===== src/rtl/tlc549_adc_if_pkg.sv =====
// Shared types and helpers for the TLC549 serial ADC interface.
package tlc549_adc_if_pkg;

    // Frame sequencer states: CS_n high conversion wait, CS_n setup, clocked shift.
    typedef enum logic [1:0] {
        StWait  = 2'd0,
        StSetup = 2'd1,
        StShift = 2'd2
    } adc_state_e;

    // Largest of three counts, used to size the shared phase counter.
    function automatic int unsigned max3(input int unsigned a, input int unsigned b,
                                         input int unsigned c);
        int unsigned m;
        m = (a > b) ? a : b;
        return (m > c) ? m : c;
    endfunction

endpackage


===== src/rtl/tlc549_adc_if_sync2.sv =====
// Generic two-flop bit synchroniser, reset to 0.
module tlc549_adc_if_sync2 (
    input  logic clk,
    input  logic rst_n,
    input  logic d,
    output logic q
);

    logic meta;

    // Two back-to-back flops; only q is safe to use in the clk domain.
    always_ff @(posedge clk or negedge rst_n) begin
        if (!rst_n) begin
            meta <= 1'b0;
            q    <= 1'b0;
        end else begin
            meta <= d;
            q    <= meta;
        end
    end

endmodule


===== src/rtl/tlc549_adc_if.sv =====
// Serial master for the TLC549 8-bit ADC: runs back-to-back conversion frames, drives
// CS_n and the I/O clock from flops, and publishes each sample with a one-cycle strobe.
module tlc549_adc_if
    import tlc549_adc_if_pkg::*;
#(
    parameter int unsigned CLK_HALF     = 12,
    parameter int unsigned SETUP_CYCLES = 36,
    parameter int unsigned CONV_CYCLES  = 456,
    parameter logic [7:0]  RESET_VALUE  = 8'h80
) (
    input  logic       clk24,
    input  logic       reset_n,
    input  logic       enable,
    input  logic       adc_data_in,
    output logic [7:0] adc_data,
    output logic       adc_valid,
    output logic       adc_clk,
    output logic       adc_cs_n
);

    localparam int unsigned CNT_W = $clog2(max3(CONV_CYCLES, SETUP_CYCLES, 2 * CLK_HALF));

    localparam logic [CNT_W-1:0] CONV_LAST  = CNT_W'(CONV_CYCLES - 1);
    localparam logic [CNT_W-1:0] SETUP_LAST = CNT_W'(SETUP_CYCLES - 1);
    localparam logic [CNT_W-1:0] HALF_LAST  = CNT_W'(CLK_HALF - 1);

    adc_state_e       state;
    logic [CNT_W-1:0] cnt;
    logic [2:0]       bit_idx;
    logic             dummy;
    logic [7:0]       shreg;
    logic             sdi;

    tlc549_adc_if_sync2 u_sync2 (
        .clk   (clk24),
        .rst_n (reset_n),
        .d     (adc_data_in),
        .q     (sdi)
    );

    // Frame sequencer; every pin-facing output is a flop so adc_clk/adc_cs_n cannot glitch.
    always_ff @(posedge clk24 or negedge reset_n) begin
        if (!reset_n) begin
            state     <= StWait;
            cnt       <= '0;
            bit_idx   <= 3'd0;
            dummy     <= 1'b1;
            shreg     <= 8'h00;
            adc_data  <= RESET_VALUE;
            adc_valid <= 1'b0;
            adc_clk   <= 1'b0;
            adc_cs_n  <= 1'b1;
        end else begin
            adc_valid <= 1'b0;
            unique case (state)
                StWait: begin
                    adc_cs_n <= 1'b1;
                    adc_clk  <= 1'b0;
                    // Counter saturates so a late enable starts the next frame at once.
                    if (cnt != CONV_LAST) begin
                        cnt <= cnt + CNT_W'(1);
                    end else if (enable) begin
                        state    <= StSetup;
                        cnt      <= '0;
                        adc_cs_n <= 1'b0;
                    end
                end
                StSetup: begin
                    if (cnt != SETUP_LAST) begin
                        cnt <= cnt + CNT_W'(1);
                    end else begin
                        state   <= StShift;
                        cnt     <= '0;
                        bit_idx <= 3'd7;
                    end
                end
                StShift: begin
                    if (cnt != HALF_LAST) begin
                        cnt <= cnt + CNT_W'(1);
                    end else begin
                        cnt <= '0;
                        if (!adc_clk) begin
                            adc_clk <= 1'b1;
                        end else begin
                            // End of a high half: sample the bit and drop the clock.
                            adc_clk <= 1'b0;
                            shreg   <= {shreg[6:0], sdi};
                            if (bit_idx == 3'd0) begin
                                adc_cs_n <= 1'b1;
                                state    <= StWait;
                                dummy    <= 1'b0;
                                // First frame after reset carries a stale conversion.
                                if (!dummy) begin
                                    adc_data  <= {shreg[6:0], sdi};
                                    adc_valid <= 1'b1;
                                end
                            end else begin
                                bit_idx <= bit_idx - 3'd1;
                            end
                        end
                    end
                end
                default: begin
                    state <= StWait;
                    cnt   <= '0;
                end
            endcase
        end
    end

endmodule

===== config.mk =====
export PLATFORM = sky130hd
export DESIGN_NAME = tlc549_adc_if
export DESIGN_NICKNAME = d
export VERILOG_FILES = /design/src/rtl/tlc549_adc_if_pkg.sv /design/src/rtl/tlc549_adc_if_sync2.sv /design/src/rtl/tlc549_adc_if.sv
export SDC_FILE = /design/constraint.sdc
export NUM_CORES = 1
export LEC_CHECK = 0
export ABC_AREA = 1
export BUFFER_PORTS_ARGS = -buffer_cell sky130_fd_sc_hd__clkbuf_2
export CELL_PAD_IN_SITES_DETAIL_PLACEMENT = 0
export CELL_PAD_IN_SITES_GLOBAL_PLACEMENT = 2
export CORE_ASPECT_RATIO = 1.25
export CORE_MARGIN = 8
export CORE_UTILIZATION = 38
export CTS_CLUSTER_DIAMETER = 150
export DETAILED_ROUTE_END_ITERATION = 10
export PLACE_DENSITY_LB_ADDON = 0.1
export SLEW_MARGIN = 40
export SYNTH_ARGS = -nofsm -noshare
export SYNTH_HDL_FRONTEND = slang
export SYNTH_SLANG_ARGS = --single-unit

===== constraint.sdc =====
create_clock -name clk24 -period 3.1 [get_ports clk24]
set_clock_uncertainty 0.05 [all_clocks]
set_input_delay 0.155 -clock clk24 [delete_from_list [all_inputs] [get_ports clk24]]
set_output_delay 0.155 -clock clk24 [all_outputs]
set_load 0.03 [all_outputs]

== Word level (Yosys, flattened, before mapping) ==
Index checks and enable logic that the tools add are counted.

* Flip-flop bits (word level): 35
* Bits of input ports: 4
* Output and inout bits: 11
* Word-level logic and storage cells: 70

* Add/sub/neg operators: 2
* Equality and inequality tests: 13
* Muxes and demuxes: 31
* Bitwise gates (word level): 2
* Reduce and logical (&&, ||, !) cells: 11

{| class="wikitable"
|+ Operator list
! operator !! count
|-
| $mux 9 || 4
|-
| $pmux 9 s3 || 1
|-
| $ne 2x2->1 const B || 7
|-
| $mux 1 || 12
|-
| $mux 2 || 6
|-
| $mux 3 || 4
|-
| $reduce_and 5->1 || 2
|-
| $add 9x1->9 const B || 1
|-
| $ne 9x4->1 const B || 1
|-
| $ne 9x6->1 const B || 1
|-
| $ne 9x9->1 const B || 1
|-
| $reduce_and 4->1 || 2
|-
| $pmux 2 s3 || 1
|-
| $pmux 3 s2 || 1
|-
| $reduce_and 6->1 || 1
|-
| $pmux 1 s2 || 2
|-
| $reduce_bool 2->1 || 2
|-
| $logic_not 3->1 || 1
|-
| $ne 3x3->1 const B || 1
|-
| $reduce_and 3->1 || 1
|-
| $sub 3x1->3 const B || 1
|-
| $eq 2x1->1 const B || 1
|-
| $eq 2x2->1 const B || 1
|-
| $logic_not 2->1 || 1
|-
| 2 further kinds || 3
|}

== Longest topological paths before layout ==
Gate-level depths: netlist (run 1).

* Word-level depth: 5
* Mapped depth: 9
* Depth with buffers taken out: 9

== Cells and area by module ==
Synthesis (run 1) repeated with hierarchy kept, for this count alone.

* Cell total of the unflattened synthesis: 212
* Area, all modules: 1766.7 um^2

{| class="wikitable"
|+ By module, submodules not included
! module !! times used !! cells each !! area an instance (um^2) !! seq. area each (um^2)
|-
| tlc549_adc_if || 1 || 210 || 1716.6 || 829.5
|-
| tlc549_adc_if_sync2 || 1 || 2 || 50.0 || 50.0
|}

== Worst setup path before layout (run 1) ==
No wires, ideal clock.

* Path type: flip-flop to flip-flop
* Start point: register cnt[0]
* End point: register adc_data[6]
* Setup time: 0.119 ns
* Arrival: 1.325 ns
* Required time: 2.931 ns
* Setup slack: 1.606 ns
* Stages on the path, launching flop included: 10
* Path buffers: 1
* Clock period less this slack: 1.494 ns
* Cell sequence: dfrtp_1 ha_1 nand2_2 nor2_4 nand2_4 inv_1 nand4_4 buf_6 nand2_1 o21ai_2

* Word-level cells in the longest chain between the ends: 3

{| class="wikitable"
|+ RTL lines
! element !! RTL line !! source
|-
| from (decl) || tlc549_adc_if.sv:28 || <nowiki>logic [CNT_W-1:0] cnt;</nowiki>
|-
| from (signal assigned) || tlc549_adc_if.sv:61 || <nowiki>cnt <= cnt + CNT_W'(1);</nowiki>
|-
| from (signal assigned) || tlc549_adc_if.sv:70 || <nowiki>cnt <= cnt + CNT_W'(1);</nowiki>
|-
| from (signal assigned) || tlc549_adc_if.sv:79 || <nowiki>cnt <= cnt + CNT_W'(1);</nowiki>
|-
| $ne 9x4->1 || tlc549_adc_if.sv:78 || <nowiki>if (cnt != HALF_LAST) begin</nowiki>
|-
| $not 1->1 (no line) || -- ||
|-
| $reduce_and 5->1 (no line) || -- ||
|-
| to (signal assigned) || tlc549_adc_if.sv:94 || <nowiki>adc_data <= {shreg[6:0], sdi};</nowiki>
|-
| to (decl) || tlc549_adc_if.sv:15 || <nowiki>output logic [7:0] adc_data,</nowiki>
|}

No other way between the ends.
A chain may end at the register's enable or synchronous reset.

== Worst setup path in the final report (run 1) ==
* Start point: register cnt[1]
* End point: register shreg[3]

* Word-level cells in the longest chain between the ends: 3

{| class="wikitable"
|+ RTL lines
! element !! RTL line !! source
|-
| $ne 9x4->1 || tlc549_adc_if.sv:78 ||
|-
| $not 1->1 (no line) || -- ||
|-
| $reduce_and 3->1 (no line) || -- ||
|-
| to (signal assigned) || tlc549_adc_if.sv:87 || <nowiki>shreg <= {shreg[6:0], sdi};</nowiki>
|-
| to (decl) || tlc549_adc_if.sv:31 || <nowiki>logic [7:0] shreg;</nowiki>
|}

No other way between the ends.

==> impl_metrics.yaml, run 1 <==
route:
  wl_mm: 3.355
  wl_met1_mm: 1.422
  antenna_left: 0
  post-route-drc-count: 0
  dr_total_vias: 1335
  wire_per_inst_um: 11.57
  wl_met3_um: 79
  dr.first_iter.drc_count: 40
  avgViaCountPerCell: 4.603
  wl_met2_mm: 1.787
  drt_pass1_iterations: 4
  top_layer: "met4"
place:
  numPortBuffers: 14
  hpwl_mm: 2.616
  dpl.cell_count: 280
  globalplace.congestion: 0.8040
floorplan:
  die_y_um: 92.72
  core_area_mm2: 0.004624
  die_area_mm2: 0.007174
  ioPinCount: 15
  die_x_um: 77.38
  rows: 28
  start_util_pct: 38.69
worst_setup_path:
  criticalPathCategory: "reg2reg"
  crit_fanout: 15
  arrival_ns: 1.81
  crit_path_end_kind: "flip-flop"
  worstPathRequired_ns: 3.19
  cp-start-kind: "flip-flop"
  reg2reg_depth: 6
synthesis:
  ys_types: 28
  synth_fa_ha_area_share_pct: 2.098
  synth_xor_area_share_pct: 1.958
  syn-mean-instance-area_um2: 8.602
  yosysWarnings: 0
  synthCells: 208
  synth_mux_area_share_pct: 0
  synth_nets: 215
  yosys_register_bits: 35
  synth_compound_area_share_pct: 8.531
  netlist_area_mm2: 0.001789
  synth_top_family_by_area: "simple AND/OR/NAND/NOR gates"
  synth-simple-area-share_pct: 29.93
  synth-seq-area-share_pct: 49.16
clocking:
  insertion_delay_ns: 0.28
  post-cts-setup-buffer-count: 0
  clockBufferDepth: 2
  htreeDepth: 2
  path_clk_slew_ns: 0.07
  cts_root_buffer: "clkbuf_8"
  postCtsResizedCells: 0
  cts_tree: "yes"
  cts_buffers: 5
  clkSinkCount: 35
timing:
  fin_crit_ns: 1.720
  drv_slew: 0
  fin_crit_sh_pct: 55.50
  tightest_slew_ns: 0.5545
  rsz0062_at_grt: "false"
  fmax_mhz: 581.2
  fin_setup_tns_ns: 0
  hold_viol_final: 0
  setup_viol: 0
  hold_slack_ns: 0.1348
  relSlewSlack_pct: 62.91
layout:
  antenna_cells: 0
  most-common-layout-cells: "nand2_1, dfrtp_1, inv_1"
  nets: 236
  area_growth_pct: 12.87
  final_common_cell: "nand2_1"
  post-route-util_pct: 43.67
  drive_gt1_share_pct: 22.17
  finalNonFillerCells: 290
global_routing:
  grt_usage_pct: 10.55
  grt_max_degree: 36
  grt_pass1_wl_mm: 6.127
  grt_pass1_vias: 1401
  antenna_found_initial: 0
  gr-total-overflow: 0
power:
  power.switching_mw: 0.1701
  seqPwrFrac_pct: 58.1
  clkPwrFrac_pct: 40.1
  p_per_area_mw_per_mm2: 390.6
  p_leak_nw: 1.002
  ir_worst_vdd_mv: 0.3002
  p_total_mw: 0.7888
  p_comb_share_pct: 1.8
  swShare_pct: 21.57
  internal_power_mw: 0.6187
min_path:
  hold_depth: 4
  hold_class: "in2reg"
job:
  drv_cap: 0
run_status:
  status: "finished clean"
-- cell type report --
| type | count | area [um2] |
|---|---|---|
| flip-flops and latches | 35 | 879.6 |
| clock buffers | 6 | 72.57 |
| inverters | 33 | 126.4 |
| fillers | 505 | 2605 |
| clock inverters | 2 | 12.51 |
| well taps | 60 | 75.07 |
| repair buffers | 16 | 92.59 |
| multi-input cells | 138 | 760.7 |
-- power groups by stage --
stage               logic, mW  clock network [mW]  registers, mW
global placement       0.0122                   0          0.467
detailed placement     0.0129                   0          0.467
finish                 0.0139               0.316          0.459
global route           0.0163               0.342          0.458
CTS                    0.0150               0.333          0.458
floorplan            0.000808                   0          0.467
-- worst max-delay path, cell delays in order (launching register included) --
cell and delay [ns]:
dfrtp_1 0.40, ha_1 0.22, nand2_2 0.09, nor2_4 0.13, nand2_4 0.09, nor3_4 0.44
o21ai_0 0.15
-- flip-flops by register name, indices dropped and copies added, names as in the netlist --
name and flops:
adc_clk 1, adc_data 8, u_sync2.meta 1, u_sync2.q 1
adc_cs_n 1, cnt 9, dummy 1, state 2
adc_valid 1, bit_idx 3, shreg 7
-- cell usage after synthesis --
master,number,area share [%]
o21ai_0,10,2.8
nand2_1,60,13
o211ai_1,1,0.42
nand2_4,1,0.63
inv_4,1,0.35
o21ai_1,3,0.84
nor2_8,1,1.1
nor2_1,16,3.4
a21oi_1,2,0.56
nor3_1,1,0.28
xor2_1,3,1.5
xnor2_1,1,0.49
nand4_4,1,1.2
nor3b_1,1,0.42
inv_2,4,0.84
nor2_4,3,1.9
buf_6,2,1.3
ha_1,3,2.1
o21ai_2,8,3.9
nand3b_1,1,0.42
nand2_2,4,1.4
nand4_1,3,1.0
dfstp_2,3,4.4
nor2_2,2,0.70
nand3_1,11,3.1
nor3_4,2,1.8
inv_1,28,5.9
dfrtp_1,32,45
-- repair_timing --
| action | 4_1_cts | 5_1_grt |
|---|---|---|
| hold buffers | 2 | 0 |
| setup endpoints to repair | 0 | 0 |
| endpoints found under the hold margin | 33 | 0 |
-- final timing paths --
path | start | endpoint | slack, ns
worst max-delay path | cnt[1]$_DFFE_PN0P_ | shreg[3]$_DFFE_PN0P_ | 1.38
worst min-delay path | enable | cnt[1]$_DFFE_PN0P_ | 0.13
worst min register to register | u_sync2.meta$_DFF_PN0_ | u_sync2.q$_DFF_PN0_ | 0.30
min in group asynchronous | reset_n | cnt[2]$_DFFE_PN0P_ | 0.35
worst max register to register | cnt[1]$_DFFE_PN0P_ | shreg[3]$_DFFE_PN0P_ | 1.38
max in group asynchronous | reset_n | dummy$_DFFE_PN1P_ | 2.29
-- cells by family after synthesis --
| kind of cell | count (synthesis) |
|---|---|
| compound gates | 24 |
| buf+inv | 35 |
| fa+ha+maj | 3 |
| simple gates | 107 |
| flops | 35 |
| xor+xnor | 4 |
-- stage by stage --
stage	setup WS [ns]	cell area [um2]
after global placement	1.394	1912
after floorplan	1.606	1789
after CTS	1.338	2019
after detailed placement	1.338	1914
final	1.380	2019
after global routing	1.139	2019
-- metal layers --
metal	vias up	global-route usage [%]
met5	-	0
li1	691	-
met1	625	11.10
met4	0	4.574
met3	6	2.519
met2	13	19.42
(Power assumes the default switching activity.)
==> inputs of run 2 (changes only) <==
CORE_UTILIZATION = 36   (was 38)
clock period = 1.6 ns   (was 3.1 ns; I/O delays follow)
==> run 2 against run 1 <==
Net effect:
- die area rose by 4.5%
- hold slack got worse by 0.067 ns
- combinational power grew 100%
- total power increased by 99%
- cell count is 2.8% higher
- worst setup slack worse by 1.3 ns
- register-to-register slack worse by 1.3 ns
- largest power group unchanged
==> impl_metrics.yaml, run 2 (synthesized netlist as in run 1, its figures left out) <==
layout:
  largest_register_ffs: 9
  final_common_cell: "nand2_1"
  area_growth_pct: 21.47
  drive_gt1_share_pct: 32.35
  fillCellCount: 506
  antenna_cells: 0
  post-route-util_pct: 45.61
  nets: 244
  largestRegisters: "cnt (9), adc_data (8), shreg (7)"
  regMostFlops: "cnt"
  most-common-layout-cells: "nand2_1, dfrtp_1, inv_1"
floorplan:
  core_area_mm2: 0.004765
  ioPinCount: 15
  start_util_pct: 37.55
  die_x_um: 79.06
  die_y_um: 94.82
  rows: 28
  die_area_mm2: 0.007496
route:
  drt_pass1_iterations: 4
  antenna_left: 0
  dr.first_iter.drc_count: 22
  wire_per_inst_um: 12.26
  wl_mm: 3.652
  dr_total_vias: 1362
  post-route-drc-count: 0
  avgViaCountPerCell: 4.570
worst_setup_path:
  cpLargestDelayFamily: "simple AND/OR/NAND/NOR gates"
  worstPathRequired_ns: 1.77
  cpMaxStageDelayCell: "dfrtp_1"
  r2r_start: "cnt[1]$_DFFE_PN0P_"
  reg2reg_depth: 8
  cp_common_cell: "nand2_2"
  slowest_delay_ns: 0.36
  cp-start-kind: "flip-flop"
  path_buf_inv: 2
  crit_path_end_kind: "flip-flop"
  r2r_end: "cnt[0]$_DFFE_PN0P_"
  reg2reg_slack_ns: 0.08
  worstPathCellList: "ha_2, nand2_2, nor2_2, nand2_2, buf_6, nor3_4, inv_2, o21ai_2"
  arrival_ns: 1.69
  criticalPathCategory: "reg2reg"
  crit_fanout: 3
clocking:
  insertion_delay_ns: 0.28
  cts_root_buffer: "clkbuf_8"
  cts_tree: "yes"
  htreeDepth: 2
  clockBufferDepth: 2
  clkSinkCount: 35
  post-cts-setup-buffer-count: 0
  cts_buffers: 5
  path_clk_slew_ns: 0.07
timing:
  fin_ws_ns: 0.07521
  fmax_mhz: 655.8
  relSlewSlack_pct: 70.70
  drv_slew: 0
  setup_viol: 0
  fin_crit_sh_pct: 95.30
  tightest_slew_ns: 0.4394
  rsz0062_at_grt: "true"
  fin_crit_ns: 1.525
  hold_viol_final: 0
place:
  hpwl_mm: 2.675
  globalplace.congestion: 0.7692
  numPortBuffers: 14
  pre_cts_ws_ns: -0.03136
global_routing:
  grt_pass1_vias: 1487
  grt_pass1_wl_mm: 6.430
  antenna_found_initial: 0
  grt_usage_pct: 10.91
  grt_max_degree: 36
  gr-total-overflow: 0
power:
  p_leak_nw: 1.050
  p_per_area_mw_per_mm2: 722.6
  p_total_mw: 1.570
  ir_worst_vdd_mv: 0.6251
min_path:
  hold_depth: 4
  worstHoldEndpoint: "cnt[1]$_DFFE_PN0P_"
  hp-start: "enable"
  hold_class: "in2reg"
job:
  drv_cap: 0
run_status:
  status: "finished clean"
## run 2: cell count changes in the layout (fill, tap and decap cells not counted), sizes merged
cell / previous run / this run
buf: 0 / 7
clkbuf: 20 / 21
clkinvlp: 1 / 0
nand4: 4 / 5
## run 2: timing repair
item	in CTS	in global routing
setup endpoints to repair	12	21
endpoints found under the hold margin	33	0
resized for setup	2	24
pin swaps	0	9
gates cloned	1	0
hold buffers	2	0
## run 2: power breakdown
group / internal [mW] / switching [mW]
combinational: 0.00837 / 0.0198
sequential: 0.887 / 0.00116
clock: 0.347 / 0.307
total: 1.24 / 0.328
## run 2: worst max path at each step
| stage | start | to | cells after the start |
|---|---|---|---|
| floorplan | cnt[0]$_DFFE_PN0P_ | adc_data[6]$_DFFE_PN0P_ | 9 |
| global placement | cnt[0]$_DFFE_PN0P_ | adc_data[0]$_DFFE_PN0P_ | 9 |
| detailed placement | cnt[1]$_DFFE_PN0P_ | adc_data[0]$_DFFE_PN0P_ | 9 |
| CTS | cnt[1]$_DFFE_PN0P_ | cnt[0]$_DFFE_PN0P_ | 8 |
| global route | cnt[1]$_DFFE_PN0P_ | cnt[0]$_DFFE_PN0P_ | 8 |
| finish | cnt[1]$_DFFE_PN0P_ | cnt[0]$_DFFE_PN0P_ | 8 |
## run 2: worst register-to-register path: stages (launching register included)
cell and delay [ns]:
dfrtp_1 0.36, ha_2 0.22, nand2_2 0.08, nor2_2 0.10, nand2_2 0.09, buf_6 0.13
nor3_4 0.25, inv_2 0.08, o21ai_2 0.11
## run 2: routing by layer
layer / vias up / global-route usage (%) / wire [um]
met2: 14 / 21.41 / 1981
met1: 634 / 10.54 / 1499
met5: - / 0 / 0
li1: 708 / - / -
met3: 6 / 2.662 / 106
met4: 0 / 4.180 / 65
## run 2: metrics by stage
stage | hold slack, ns | area [um2] | TNS (ns) | std cells
global route | 0.09084 | 2173 | -0.4405 | 298
finish | 0.06816 | 2173 | 0 | 298
detailed placement | 0.09136 | 1977 | -0.1372 | 287
global placement | 0.08402 | 1977 | 0 | 287
floorplan | -0.2656 | 1789 | 0 | 208
CTS | 0.05669 | 2112 | 0 | 298
## run 2: layout make-up
type	count	area [um2]	share of cell area [%]
sequential	35	879.6	40.47
multi-input combinational	139	839.6	38.63
timing repair buffer	23	158.9	7.311
inverter	33	128.9	5.930
clock buffer	7	86.33	3.972
tap	60	75.07	3.454
clock inverter	1	5.005	0.2303
